File: src/rtl/apb_chk_pkg.sv
// APB4 protocol checker: shared types and helpers.
// Phase states, error codes and the select-index width function.
package apb_chk_pkg;

  typedef enum logic [1:0] {
    IDLE    = 2'd0,
    ACCESS  = 2'd1,
    ABANDON = 2'd2
  } state_t;

  typedef enum logic [3:0] {
    E_NONE        = 4'd0,
    E_MULTI_SEL   = 4'd1,
    E_EN_NO_SEL   = 4'd2,
    E_EN_IN_SETUP = 4'd3,
    E_NO_ACCESS   = 4'd4,
    E_CTRL_CHANGE = 4'd5,
    E_TIMEOUT     = 4'd6,
    E_RD_STRB     = 4'd7
  } err_code_t;

  function automatic int sel_width(input int n);
    return (n > 1) ? $clog2(n) : 1;
  endfunction

endpackage

File: src/rtl/apb_sel_decode.sv
// APB select decoder: any / multiple / lowest asserted index.
// Purely combinational.
module apb_sel_decode
  import apb_chk_pkg::*;
#(
  parameter int NUM_SEL = 4,
  parameter int SW      = sel_width(NUM_SEL)
) (
  input  logic [NUM_SEL-1:0] psel,
  output logic               any,
  output logic               multi,
  output logic [SW-1:0]      idx
);

  assign any   = |psel;
  assign multi = |(psel & (psel - NUM_SEL'(1)));

  always_comb begin
    idx = '0;
    for (int i = NUM_SEL - 1; i >= 0; i--) begin
      if (psel[i]) idx = SW'(i);
    end
  end

endmodule

File: config.mk
export PLATFORM = sky130hd
export DESIGN_NAME = apb_sel_decode
export DESIGN_NICKNAME = d
export VERILOG_FILES = /design/src/rtl/apb_chk_pkg.sv /design/src/rtl/apb_sel_decode.sv
export SDC_FILE = /design/constraint.sdc
export NUM_CORES = 1
export LEC_CHECK = 0
export ABC_CLOCK_PERIOD_IN_PS = 800
export CORE_AREA = 2 2 39 41
export DETAILED_ROUTE_END_ITERATION = 16
export DIE_AREA = 0 0 41 43
export PLACE_DENSITY = 0.3
export SYNTH_ARGS = -nofsm -noshare
export SYNTH_HDL_FRONTEND = slang
export SYNTH_SLANG_ARGS = --single-unit
File: constraint.sdc
create_clock -name vclk -period 0.8
set_input_delay 0.12 -clock vclk [all_inputs]
set_output_delay 0.12 -clock vclk [all_outputs]
set_load 0.02 [all_outputs]
# After elaboration in Yosys (flattened, before gate mapping)
# Index checks and enable logic that the tools add are counted.
# totals
reg_bits	0
out_inout_bits	4
mem_bits_rw	0
romBits	0
wordCells	8
n_memories	0
latch_bits	0
# classes
n_addsub	1
mul	0
n_shift	0
n_mux	4
div_mod_pow	0
reduce_logical	2
bitwise_logic	1
magnitude_cmp	0
n_eq_ne	0
# ops
op	count
2-to-1 mux 2 bit	4
OR reduction 4 bit	2
bitwise AND 4 bit	1
subtractor 4 x 1 -> 4 bit, second input constant	1

# Logic depth before layout (Yosys ltp)
# logic_depth
word_depth	4
mapped_depth	2

# Worst setup path after synthesis
# No wires, ideal clock.
# synth_path
kind	in2out
start	input psel[0]
end	output idx[1]
path_stages	1
setup_slack_ns	0.063
n_path_buf	0
arrival_time_ns	0.617
path_cell_list	nor3_1
# synth_via
elab_chain_cells	1
# synth_rtl
item	line	text
from (decl)	apb_sel_decode.sv:9	input logic [NUM_SEL-1:0] psel,
2-to-1 mux 2 bit	apb_sel_decode.sv:21	if (psel[i]) idx = SW'(i);
to (decl)	apb_sel_decode.sv:12	output logic [SW-1:0] idx
# No other way between the ends.

# Worst setup path in the final report
# layout_path
start	input psel[1]
end	output multi
# layout_via
elab_chain_cells	3
# layout_rtl
item	line	text
subtractor 4 x 1 -> 4 bit	apb_sel_decode.sv:16	assign multi = |(psel & (psel - NUM_SEL'(1)));
bitwise AND 4 bit *	apb_sel_decode.sv:16	
OR reduction 4 bit *	apb_sel_decode.sv:16	
to (decl)	apb_sel_decode.sv:11	output logic multi,
# Mark *: on every way between the ends. The rest lies on a longest branch, timed or not.

==> impl_results.md <==
- Sw Ratio: 51.20%
- Startpoint types: input pin
- Synth unique cells: 7
- Setup TNS: 0 ns
- Starting Density: 3.436%
- Clock buffers: 0
- Area after DPL: 147.6 um2
- Post-CTS Hold Fix Bufs: 0
- IO Count: 8
- # DRC: 0
- Fin crit period: 0.7718 ns
- Worst slew pin tran: 0.1603 ns
- Area grow syn2layout: 186.8%
- Core area: 0.001384 mm2
- Peak supply drop: 0.00004698 V
- Post-CTS setup buffers: 0
- Power Dens Cells: 554.9 mW/mm2
- Psw: 38.75 uW
- WS Path Type: in -> out
- Via-to-Cell Ratio: 2.853
- Internal Power: 36.93 uW
- Post-Synthesis Cells: 10
- Register area: 0 um2
- Met1 Use GR: 2.215%
- ANT nets after route: 0
- Setup WS post-layout: 0.02815 ns
- Gate power share: 100.0%
- Largest net degree at the start of global routing: 5
- Layout cells sized above 1: 50.00%
- Max_slew headroom: 89.29%
- Hold slack final: 0.4993 ns
- Finished Layout Cells: 34
- Final Total Pwr: 75.68 uW
- Critical path endpoint category: output pin
- Fin crit share: 96.48%
- Multi-input logic area: 48.80 um2
- Synth area leader: a21oi_1
- CP max-delay cell: a211oi_2
- Most frequent cells in the layout: buf_4 (3), buf_2 (3), a21oi_1 (2), nand2_1 (2), nor2_1 (2)
- Final nets: 24
- Area contributors post-synth: a21oi_1 (21%), a211oi_1 (16%), nand2_1 (16%), nor2_1 (16%), nand2b_1 (13%)
- Ys Warns: 0
- Share of the synthesized area in the top cell type: 21.05%
- Required @ worst endpoint: 0.68 ns
- F_max: 1296 MHz
- Die Width: 41 um
- Antenna violations before repair: 0
- CP peak stage delay: 0.21 ns
- Worst-path fanout max: 4
- DRT iter0 DRCs: 0
- Hpwl dp: 175 um
- Fillers: 162
- Final setup fails: 0
- RSZ-0062 raised after global routing: yes
- Sequential element share of the synthesized area: 0%
- WL final: 226 um
- Tot GR Track Use: 2.098%
- Placed cell count: 34
- First-pass GRT wire length: 289 um
- Syn nets: 14
- Grt ovf: 0
- Final hold vios: 0
- Routed wire per std cell: 6.647 um
- Critical path arrival: 0.65 ns
- Vias: 97
- CP cell instances: buf_8 > a211oi_2 > a21oi_1 > buf_4
- Seq pwr share: 0%
- Vias in the first global route: 77
- # rows: 14
- Worst min-delay path category: in -> out
- Antenna cells: 0
- Syn_area_per_cell: 4.755 um2
- Slew Viols, Final: 0
- Placer Congestion: 0.4203
- Netlist Area Pre-Place: 47.55 um2
- Layer with the highest usage: met2
- Placement Setup Slack: -0.8394 ns
- Max-Cap Viols: 0
- Outcome: completed
- GR Layer Usage met3: 0.5236%
- Fin util: 9.855%
- Die ar.: 0.001763 mm2
- Port Buffers: 8
- Static power due to leakage: 0.05947 nW
- Cell area after layout: 136.4 um2
- Clock power share: 0%
- Grt met2 use: 4.063%
- DR pass1 iterations: 1
- Die Ht: 43 um
- FFs & Latches: 0
-- synthesized netlist by cell type (all sizes together) --
library cell / n
a21oi: 2
nand2: 2
nor2: 2
a211oi: 1
inv: 1
nand2b: 1
nor3: 1
-- layer usage --
layer	part of all wire (%)	wire length [um]	vias up
met3	18	40	0
li1	-	-	50
met2	50	112	5
met5	0	0	-
met1	32	73	42
met4	0	0	0
-- logic make-up (layout without fill, tap and decap cells) --
logic type	count (synthesis)	after routing	synth area share [%]
AO/OA/AOI/OAI	3	3	36.85
AND/OR/NAND/NOR	6	6	55.27
buffers and inverters	1	9	7.887
-- cell type report --
type                            count  share of cell area (%)
Timing Repair Buffer                8                   46.79
Multi-Input combinational cell      9                   35.78
Tap cell                           16                   14.68
Inverter                            1                   2.752
-- power by group through the flow --
stage	logic [mW]	clock network [mW]	registers [mW]
5_1_grt	0.0817	0	0
3_3_place_gp	0.0817	0	0
2_1_floorplan	0.0299	0	0
3_5_place_dp	0.0810	0	0
6_report	0.0757	0	0
4_1_cts	0.0683	0	0
-- worst max-delay path: cells and delay by family --
| kind | cells | cell delay (ns) |
|---|---|---|
| buffers and inverters | 2 | 0.26 |
| AO/OA/AOI/OAI | 2 | 0.27 |
-- what timing repair did --
action	in CTS	in global routing
pin swaps	5	1
gates resized for setup	37	5
cloned	0	0
setup endpoints to repair	4	2
-- path summary, 6_finish.rpt --
| check | slack, ns | cells past startpoint | endpoint | from |
|---|---|---|---|---|
| setup / recovery | 0.03 | 4 | multi | psel[1] |
| hold / removal | 0.50 | 3 | idx[1] | psel[1] |
Note: power is estimated with default switching activity, not from simulation.
